$ cat src/rtl/spi_master_multi_pkg.sv
// Shared types for the multi-slave SPI master: FSM states, latched transfer
// configuration and default widths.
package spi_pkg;

  localparam int DEF_DATA_W = 8;
  localparam int DEF_NUM_CS = 4;
  localparam int DEF_DVSR_W = 16;

  // Config fields are sized for the widest supported instance (DVSR_W <= 32).
  localparam int CFG_CS_W   = 8;
  localparam int CFG_DVSR_W = 32;

  typedef enum logic [2:0] {
    IDLE,
    CS_SETUP,
    H1,
    H2,
    CS_HOLD
  } spi_state_e;

  typedef struct packed {
    logic                  cpol;
    logic                  cpha;
    logic                  lsb_first;
    logic                  hold_cs;
    logic [CFG_CS_W-1:0]   cs_idx;
    logic [CFG_DVSR_W-1:0] divisor;
  } spi_cfg_t;

  function automatic logic [CFG_DVSR_W-1:0] eff_divisor(input logic [CFG_DVSR_W-1:0] d);
    return (d == '0) ? CFG_DVSR_W'(1) : d;
  endfunction

endpackage

$ cat src/rtl/spi_master_multi_if.sv
// Control-side and pad-side signals of the SPI master, bundled with modports
// for the master block and for whoever drives it.
interface spi_master_multi_if
  import spi_pkg::*;
#(
  parameter int DATA_W = DEF_DATA_W,
  parameter int NUM_CS = DEF_NUM_CS,
  parameter int DVSR_W = DEF_DVSR_W
);
  localparam int CS_W = (NUM_CS > 1) ? $clog2(NUM_CS) : 1;

  logic [DATA_W-1:0] din_i;
  logic [DVSR_W-1:0] dvsr_i;
  logic              cpol_i;
  logic              cpha_i;
  logic              lsb_first_i;
  logic [CS_W-1:0]   cs_sel_i;
  logic              hold_cs_i;
  logic              start_i;
  logic              miso_i;
  logic              ready_o;
  logic [DATA_W-1:0] dout_o;
  logic              spi_done_tick_o;
  logic              sclk_o;
  logic              mosi_o;
  logic [NUM_CS-1:0] ss_n_o;

  modport master (
    input  din_i, dvsr_i, cpol_i, cpha_i, lsb_first_i, cs_sel_i, hold_cs_i,
    input  start_i, miso_i,
    output ready_o, dout_o, spi_done_tick_o, sclk_o, mosi_o, ss_n_o
  );

  modport slave (
    output din_i, dvsr_i, cpol_i, cpha_i, lsb_first_i, cs_sel_i, hold_cs_i,
    output start_i, miso_i,
    input  ready_o, dout_o, spi_done_tick_o, sclk_o, mosi_o, ss_n_o
  );

endinterface

$ cat src/rtl/spi_master_multi_shifter.sv
// Transmit/receive shift registers with selectable bit order. next_bit is the
// bit that will be presented once this cycle's load/shift takes effect.
module spi_shifter #(
  parameter int DATA_W = 8
) (
  input  logic              clk_i,
  input  logic              load,
  input  logic              lsb_first,
  input  logic [DATA_W-1:0] din,
  input  logic              shift,
  input  logic              sample,
  input  logic              sin,
  output logic              next_bit,
  output logic [DATA_W-1:0] rx
);
  logic [DATA_W-1:0] tx;

  always_ff @(posedge clk_i) begin
    if (load) begin
      tx <= din;
    end else if (shift) begin
      tx <= lsb_first ? (tx >> 1) : (tx << 1);
    end
    if (sample) begin
      rx <= lsb_first ? {sin, rx[DATA_W-1:1]} : {rx[DATA_W-2:0], sin};
    end
  end

  always_comb begin
    next_bit = lsb_first ? tx[0] : tx[DATA_W-1];
    if (load) begin
      next_bit = lsb_first ? din[0] : din[DATA_W-1];
    end else if (shift) begin
      next_bit = lsb_first ? tx[1] : tx[DATA_W-2];
    end
  end

endmodule

$ cat src/rtl/spi_master_multi.sv
// SPI master with all CPOL/CPHA modes, selectable bit order, one-hot slave
// selects and CS hold across back-to-back transfers to the same slave.
module spi_master_multi
  import spi_pkg::*;
#(
  parameter int DATA_W = DEF_DATA_W,
  parameter int NUM_CS = DEF_NUM_CS,
  parameter int DVSR_W = DEF_DVSR_W
) (
  input logic                clk_i,
  input logic                rst_ni,
  spi_master_multi_if.master bus
);
  localparam int BIT_W = $clog2(DATA_W);

  spi_state_e            state_q, state_d;
  spi_cfg_t              cfg_q, cfg_d;
  logic [CFG_DVSR_W-1:0] cnt_q, cnt_d;
  logic [BIT_W-1:0]      bit_q, bit_d;
  logic                  held_q, held_d;
  logic                  sclk_q, sclk_d;
  logic                  mosi_q, mosi_d;
  logic [NUM_CS-1:0]     ss_q, ss_d;
  logic [DATA_W-1:0]     dout_q, dout_d;
  logic                  done_q, done_d;
  logic                  load, shift, sample, next_bit, last_cnt;
  logic [DATA_W-1:0]     rx;
  logic [DVSR_W-1:0]     dvsr_in;
  logic [CFG_CS_W-1:0]   cs_req;

  function automatic logic [NUM_CS-1:0] sel_n(input logic [CFG_CS_W-1:0] idx);
    logic [NUM_CS-1:0] v;
    for (int i = 0; i < NUM_CS; i++) v[i] = (idx != CFG_CS_W'(i));
    return v;
  endfunction

  assign dvsr_in  = bus.dvsr_i;
  assign cs_req   = CFG_CS_W'(32'(bus.cs_sel_i) % 32'(NUM_CS));
  assign last_cnt = (cnt_q == cfg_q.divisor - CFG_DVSR_W'(1));

  spi_shifter #(.DATA_W(DATA_W)) u_shifter (
    .clk_i     (clk_i),
    .load      (load),
    .lsb_first (cfg_d.lsb_first),
    .din       (bus.din_i),
    .shift     (shift),
    .sample    (sample),
    .sin       (bus.miso_i),
    .next_bit  (next_bit),
    .rx        (rx)
  );

  always_comb begin
    state_d = state_q;
    cfg_d   = cfg_q;
    cnt_d   = cnt_q + CFG_DVSR_W'(1);
    bit_d   = bit_q;
    held_d  = held_q;
    ss_d    = ss_q;
    dout_d  = dout_q;
    done_d  = 1'b0;
    load    = 1'b0;
    shift   = 1'b0;
    sample  = 1'b0;
    unique case (state_q)
      IDLE: begin
        cnt_d = '0;
        if (bus.start_i) begin
          cfg_d.cpol      = bus.cpol_i;
          cfg_d.cpha      = bus.cpha_i;
          cfg_d.lsb_first = bus.lsb_first_i;
          cfg_d.hold_cs   = bus.hold_cs_i;
          cfg_d.cs_idx    = cs_req;
          cfg_d.divisor   = eff_divisor(CFG_DVSR_W'(dvsr_in));
          load            = 1'b1;
          bit_d           = '0;
          held_d          = 1'b0;
          // A held CS for the same slave skips setup and stays asserted.
          if (held_q && cfg_q.cs_idx == cs_req) begin
            state_d = H1;
          end else begin
            ss_d    = sel_n(cs_req);
            state_d = CS_SETUP;
          end
        end
      end
      CS_SETUP: begin
        if (last_cnt) begin
          cnt_d   = '0;
          state_d = H1;
        end
      end
      H1: begin
        if (last_cnt) begin
          cnt_d   = '0;
          sample  = 1'b1;
          state_d = H2;
        end
      end
      H2: begin
        if (last_cnt) begin
          cnt_d = '0;
          if (bit_q == BIT_W'(DATA_W - 1)) begin
            state_d = CS_HOLD;
          end else begin
            bit_d   = bit_q + BIT_W'(1);
            shift   = 1'b1;
            state_d = H1;
          end
        end
      end
      CS_HOLD: begin
        if (last_cnt) begin
          cnt_d   = '0;
          state_d = IDLE;
          done_d  = 1'b1;
          dout_d  = rx;
          if (cfg_q.hold_cs) held_d = 1'b1;
          else               ss_d   = '1;
        end
      end
      default: state_d = IDLE;
    endcase

    unique case (state_d)
      IDLE:    sclk_d = bus.cpol_i;
      H1:      sclk_d = cfg_d.cpol ^ cfg_d.cpha;
      H2:      sclk_d = ~(cfg_d.cpol ^ cfg_d.cpha);
      default: sclk_d = cfg_d.cpol;
    endcase
    mosi_d = (state_d == IDLE) ? 1'b0 : next_bit;
  end

  always_ff @(posedge clk_i or negedge rst_ni) begin
    if (!rst_ni) begin
      state_q <= IDLE;
      cfg_q   <= '0;
      cnt_q   <= '0;
      bit_q   <= '0;
      held_q  <= 1'b0;
      sclk_q  <= 1'b0;
      mosi_q  <= 1'b0;
      ss_q    <= '1;
      dout_q  <= '0;
      done_q  <= 1'b0;
    end else begin
      state_q <= state_d;
      cfg_q   <= cfg_d;
      cnt_q   <= cnt_d;
      bit_q   <= bit_d;
      held_q  <= held_d;
      sclk_q  <= sclk_d;
      mosi_q  <= mosi_d;
      ss_q    <= ss_d;
      dout_q  <= dout_d;
      done_q  <= done_d;
    end
  end

  assign bus.ready_o         = (state_q == IDLE);
  assign bus.dout_o          = dout_q;
  assign bus.spi_done_tick_o = done_q;
  assign bus.sclk_o          = sclk_q;
  assign bus.mosi_o          = mosi_q;
  assign bus.ss_n_o          = ss_q;

endmodule
$ cat src/flat_wrapper.sv
// flat-port wrapper written by rule: the top's interface ports become plain ports
module spi_master_multi_flat import spi_pkg::*;
#(
  parameter int DATA_W = DEF_DATA_W,
  parameter int NUM_CS = DEF_NUM_CS,
  parameter int DVSR_W = DEF_DVSR_W
)
  (clk_i, rst_ni, bus_din_i, bus_dvsr_i, bus_cpol_i, bus_cpha_i, bus_lsb_first_i, bus_cs_sel_i, bus_hold_cs_i, bus_start_i, bus_miso_i, bus_ready_o, bus_dout_o, bus_spi_done_tick_o, bus_sclk_o, bus_mosi_o, bus_ss_n_o);
  spi_master_multi_if #(.DATA_W(DATA_W), .NUM_CS(NUM_CS), .DVSR_W(DVSR_W)) bus_i ();
  input logic clk_i;
  input logic rst_ni;
  input wire logic [$bits(bus_i.din_i)-1:0] bus_din_i;
  input wire logic [$bits(bus_i.dvsr_i)-1:0] bus_dvsr_i;
  input wire logic [$bits(bus_i.cpol_i)-1:0] bus_cpol_i;
  input wire logic [$bits(bus_i.cpha_i)-1:0] bus_cpha_i;
  input wire logic [$bits(bus_i.lsb_first_i)-1:0] bus_lsb_first_i;
  input wire logic [$bits(bus_i.cs_sel_i)-1:0] bus_cs_sel_i;
  input wire logic [$bits(bus_i.hold_cs_i)-1:0] bus_hold_cs_i;
  input wire logic [$bits(bus_i.start_i)-1:0] bus_start_i;
  input wire logic [$bits(bus_i.miso_i)-1:0] bus_miso_i;
  output wire logic [$bits(bus_i.ready_o)-1:0] bus_ready_o;
  output wire logic [$bits(bus_i.dout_o)-1:0] bus_dout_o;
  output wire logic [$bits(bus_i.spi_done_tick_o)-1:0] bus_spi_done_tick_o;
  output wire logic [$bits(bus_i.sclk_o)-1:0] bus_sclk_o;
  output wire logic [$bits(bus_i.mosi_o)-1:0] bus_mosi_o;
  output wire logic [$bits(bus_i.ss_n_o)-1:0] bus_ss_n_o;
  assign bus_i.din_i = bus_din_i;
  assign bus_i.dvsr_i = bus_dvsr_i;
  assign bus_i.cpol_i = bus_cpol_i;
  assign bus_i.cpha_i = bus_cpha_i;
  assign bus_i.lsb_first_i = bus_lsb_first_i;
  assign bus_i.cs_sel_i = bus_cs_sel_i;
  assign bus_i.hold_cs_i = bus_hold_cs_i;
  assign bus_i.start_i = bus_start_i;
  assign bus_i.miso_i = bus_miso_i;
  assign bus_ready_o = bus_i.ready_o;
  assign bus_dout_o = bus_i.dout_o;
  assign bus_spi_done_tick_o = bus_i.spi_done_tick_o;
  assign bus_sclk_o = bus_i.sclk_o;
  assign bus_mosi_o = bus_i.mosi_o;
  assign bus_ss_n_o = bus_i.ss_n_o;
  spi_master_multi #(.DATA_W(DATA_W), .NUM_CS(NUM_CS), .DVSR_W(DVSR_W)) u_core (.clk_i(clk_i), .rst_ni(rst_ni), .bus(bus_i));
endmodule
$ cat config.mk
export PLATFORM = sky130hd
export DESIGN_NAME = spi_master_multi_flat
export DESIGN_NICKNAME = d
export VERILOG_FILES = /design/src/rtl/spi_master_multi_pkg.sv /design/src/rtl/spi_master_multi_if.sv /design/src/rtl/spi_master_multi_shifter.sv /design/src/rtl/spi_master_multi.sv /design/src/flat_wrapper.sv
export SDC_FILE = /design/constraint.sdc
export NUM_CORES = 1
export LEC_CHECK = 0
export ABC_AREA = 0
export BUFFER_PORTS_ARGS = -buffer_cell sky130_fd_sc_hd__buf_4
export CAP_MARGIN = 30
export CELL_PAD_IN_SITES_DETAIL_PLACEMENT = 1
export CELL_PAD_IN_SITES_GLOBAL_PLACEMENT = 1
export CORE_UTILIZATION = 50
export CTS_BUF_LIST = sky130_fd_sc_hd__clkbuf_4
export CTS_CLUSTER_SIZE = 10
export DETAILED_ROUTE_END_ITERATION = 10
export MAX_ROUTING_LAYER = met4
export PLACE_DENSITY_LB_ADDON = 0.1
export SYNTH_ARGS = -nofsm -noshare
export SYNTH_HDL_FRONTEND = slang
export SYNTH_SLANG_ARGS = --single-unit
$ cat constraint.sdc
create_clock -name clk_i -period 10.4 [get_ports clk_i]
set_clock_uncertainty 0.1 [all_clocks]
set_input_delay 1.04 -clock clk_i [delete_from_list [all_inputs] [get_ports clk_i]]
set_output_delay 1.04 -clock clk_i [all_outputs]
set_load 0.01 [all_outputs]
==> impl_metrics.tcl <==
set metrics [dict create \
    ff2ff_path_depth 12 \
    status "complete, no violations" \
    ys.flop_type "dfrtp_1" \
    rows 35 \
    worst-setup-path-type "flip-flop to flip-flop" \
    layout-drive-gt1-share_pct 17.5 \
    worst_hold_slack_ns 0.414 \
    synth_area_per_cell_sq_um 9.66 \
    crit_fanout 10 \
    grt_pass1_wl_microns 19900 \
    synth_edf_count 16 \
    p_int_mw 0.451 \
    synthToLayoutAreaGrowth_pct 13.2 \
    p_clk_share_pct 34.6 \
    required_ns 10.65 \
    cts_resized 0 \
    drc 0 \
    pin_count 50 \
    synthCells 506 \
    relSlewSlack_pct 53.0 \
    power_switching_mw 0.140 \
    syn_area_sq_um 4890 \
    cts_tree "done" \
    critPathMaxStageDelay_ns 0.72 \
    regToRegStartpoint "u_core.cfg_q[0]" \
    core_area_sq_um 9370 \
    report.final.setup_viol 0 \
    numCtsBuffers 9 \
    fill_cells 1090 \
    period_needed_ns 4.76 \
    syn-num-nets 545 \
    final_max_slew_viol_count 0 \
    place_congestion 0.803 \
    cp-start-kind "flip-flop" \
    cts-root-buf "clkbuf_4" \
    p_per_area_nw_per_um2 107 \
    drt_iter0_drc 137 \
    grt_overflow 0 \
    rr_endpoint "u_core.bus.sclk_o" \
    firstDrtPassIters 4 \
    synth_cell_types 57 \
    yosys_warnings 0 \
    cts_hold_buf 0 \
    via_count 3817 \
    grt_pass1_vias 3987 \
    cp_cell_sequence "inv_1, ha_1, or4b_1, or2_1, a2111oi_0, nor4_1, nor4bb_1, or4b_1, nor4b_4, or3b_4, mux2i_1, a211o_1" \
    p_total_mw 0.590 \
    detail-route-antenna-nets 0 \
    antenna_found_initial 0 \
    htreeDepth 3 \
    wirelength_microns 11800 \
    sw_frac_of_total_pct 23.7 \
    period_share_pct 45.8 \
    ir_drop_v 0.0000673 \
    die_w_microns 101 \
    clkTransAtPathRegs_ns 0.16 \
    rrSetupSlack_ns 5.64 \
    cts_sinks 92 \
    hold_viol 0 \
    cpMaxStageDelayCell "or4b_1" \
    diodes 0 \
    vias_per_cell 5.58 \
    nets 589 \
    ys_ff_latch 92 \
    total_leakage_power_nw 2.50 \
    synthArstFlopShare_pct 82.6 \
    crit_path_end_kind "flip-flop" \
    cpMostUsedCell "or4b_1" \
    die-area_sq_um 10200 \
    crit_arrival_ns 5.02 \
    power_frac_seq_pct 61.9 \
    yosysSeqAreaShare_pct 48.8 \
    die_h_microns 101 \
    fmax_ghz 0.210 \
    grtUsageTotal_pct 26.0 \
    worst_pin_slew_ns 0.706 \
    holdCritPathClass "primary input to async pin" \
    cts_buffer_depth 2 \
    start_util_pct 52.1 \
    wire_per_inst_microns 17.2 \
    drv_cap 0 \
    rsz0062_at_grt "no" \
    dp_hpwl_microns 8690 \
    setup_tns_ns 0 \
    post_cts_buffers 0 \
    clk_latency_ns 0.44 \
    grt_start_max_net_pins 77 \
    io_buffer_count 49 \
    p_comb_share_pct 3.4 \
]
==> worst max-delay path by stage <==
stage / cells after the start / endpoint / start / slack (ns)
3_3_place_gp: 12 / u_core.cnt_q[3] / u_core.cfg_q[2] / 5.80
4_1_cts: 12 / u_core.bus.sclk_o / u_core.cfg_q[0] / 5.60
6_report: 12 / u_core.bus.sclk_o / u_core.cfg_q[0] / 5.64
2_1_floorplan: 14 / u_core.bus.sclk_o / u_core.cfg_q[0] / 6.27
3_5_place_dp: 12 / u_core.bus.sclk_o / u_core.cfg_q[0] / 5.60
5_1_grt: 13 / u_core.bus.sclk_o / u_core.cfg_q[2] / 5.23
==> routing by layer <==
metal / up-vias / track usage [%] / part of all wire [%] / routed length, microns
met5: - / - / 0 / 0
met4: 0 / 5.57 / 0.84 / 99
met3: 7 / 3.54 / 3.2 / 376
met2: 54 / 41.7 / 49 / 5710
met1: 1916 / 35.5 / 47 / 5570
li1: 1840 / - / - / -
==> state kept, by name (all words and copies together), names as in the netlist, 3 cells and up <==
name / flops
u_core.bit_q: 3
u_core.bus.dout_o: 8
u_core.bus.ss_n_o: 4
u_core.cfg_q: 22
u_core.cnt_q: 32
u_core.state_q: 3
u_core.u_shifter.rx: 8
u_core.u_shifter.tx: 8
==> cell families (layout without fill, tap and decap cells) <==
family	Yosys count	in the layout	synth area share (%)
AOI/OAI and AO/OA	45	45	5.89
xor gates and xnor gates	56	56	10.0
adders and majority gates	6	6	1.48
buffers and inverters	36	85	3.02
DFF	92	92	48.8
muxes	30	30	6.58
and+or+nand+nor	241	241	24.1
==> power by group through the flow <==
| stage | Clock (mW) | Combinational (mW) | Sequential [mW] |
|---|---|---|---|
| after floorplan | 0 | 0.00152 | 0.372 |
| after global placement | 0 | 0.0192 | 0.372 |
| after detailed placement | 0 | 0.0196 | 0.372 |
| after CTS | 0.209 | 0.0196 | 0.366 |
| after global routing | 0.222 | 0.0227 | 0.366 |
| final | 0.205 | 0.0204 | 0.365 |
==> critical path: cells and delay by family (launching register included) <==
family	cells	cell delay, ns
flops	1	0.45
mux	1	0.08
compound gates	2	0.70
fa+ha+maj	1	0.25
buf+inv	1	0.11
simple gates	7	3.00
==> synth_stat cells, drive strengths merged, types with 7 or more instances <==
master | count | area, sq um
o21ai | 16 | 80.1
and3 | 10 | 62.6
nor4 | 9 | 56.3
inv | 15 | 56.3
nor2 | 62 | 235
mux2i | 13 | 130
edfxtp | 16 | 480
dfrtp | 72 | 1800
nand4 | 12 | 75.1
clkbuf | 18 | 67.6
xor2 | 27 | 236
xnor2 | 29 | 254
nand2 | 84 | 315
mux2 | 17 | 191
nor3 | 11 | 55.1
nand3 | 20 | 105
a21oi | 7 | 35.0
==> layout by cell type, fill, tap and decap left out, types with 9 or more instances in the layout <==
master / count
edfxtp_1: 16
inv_1: 15
buf_4: 52
xnor2_1: 29
mux2i_1: 13
nor3_1: 11
mux2_2: 17
nor2_1: 61
nor4_1: 9
xor2_1: 27
and3_1: 10
dfrtp_1: 72
nand2_1: 84
clkbuf_4: 9
nand4_1: 12
o21ai_0: 16
nand3_1: 19
==> final cells by class <==
cell class	count	area (sq um)	share of cell area, %
clock buffers	9	67.6	1.22
clock inverters	7	75.1	1.36
inverters	15	56.3	1.02
multi-input cells	378	2350	42.5
flip-flops and latches	92	2390	43.1
well taps	129	161	2.92
repair buffers	54	433	7.82
==> through the flow <==
stage / util (%) / cell area, sq um / cells / setup WS [ns]
global placement: 57.0 / 5340 / 665 / 5.80
floorplan: - / 4890 / 506 / 6.27
global route: 59.0 / 5530 / 684 / 5.23
CTS: 58.7 / 5510 / 683 / 5.60
finish: 59.0 / 5530 / 684 / 5.64
detailed placement: 57.2 / 5360 / 667 / 5.60
No activity file was read; power rests on OpenSTA's default activity.
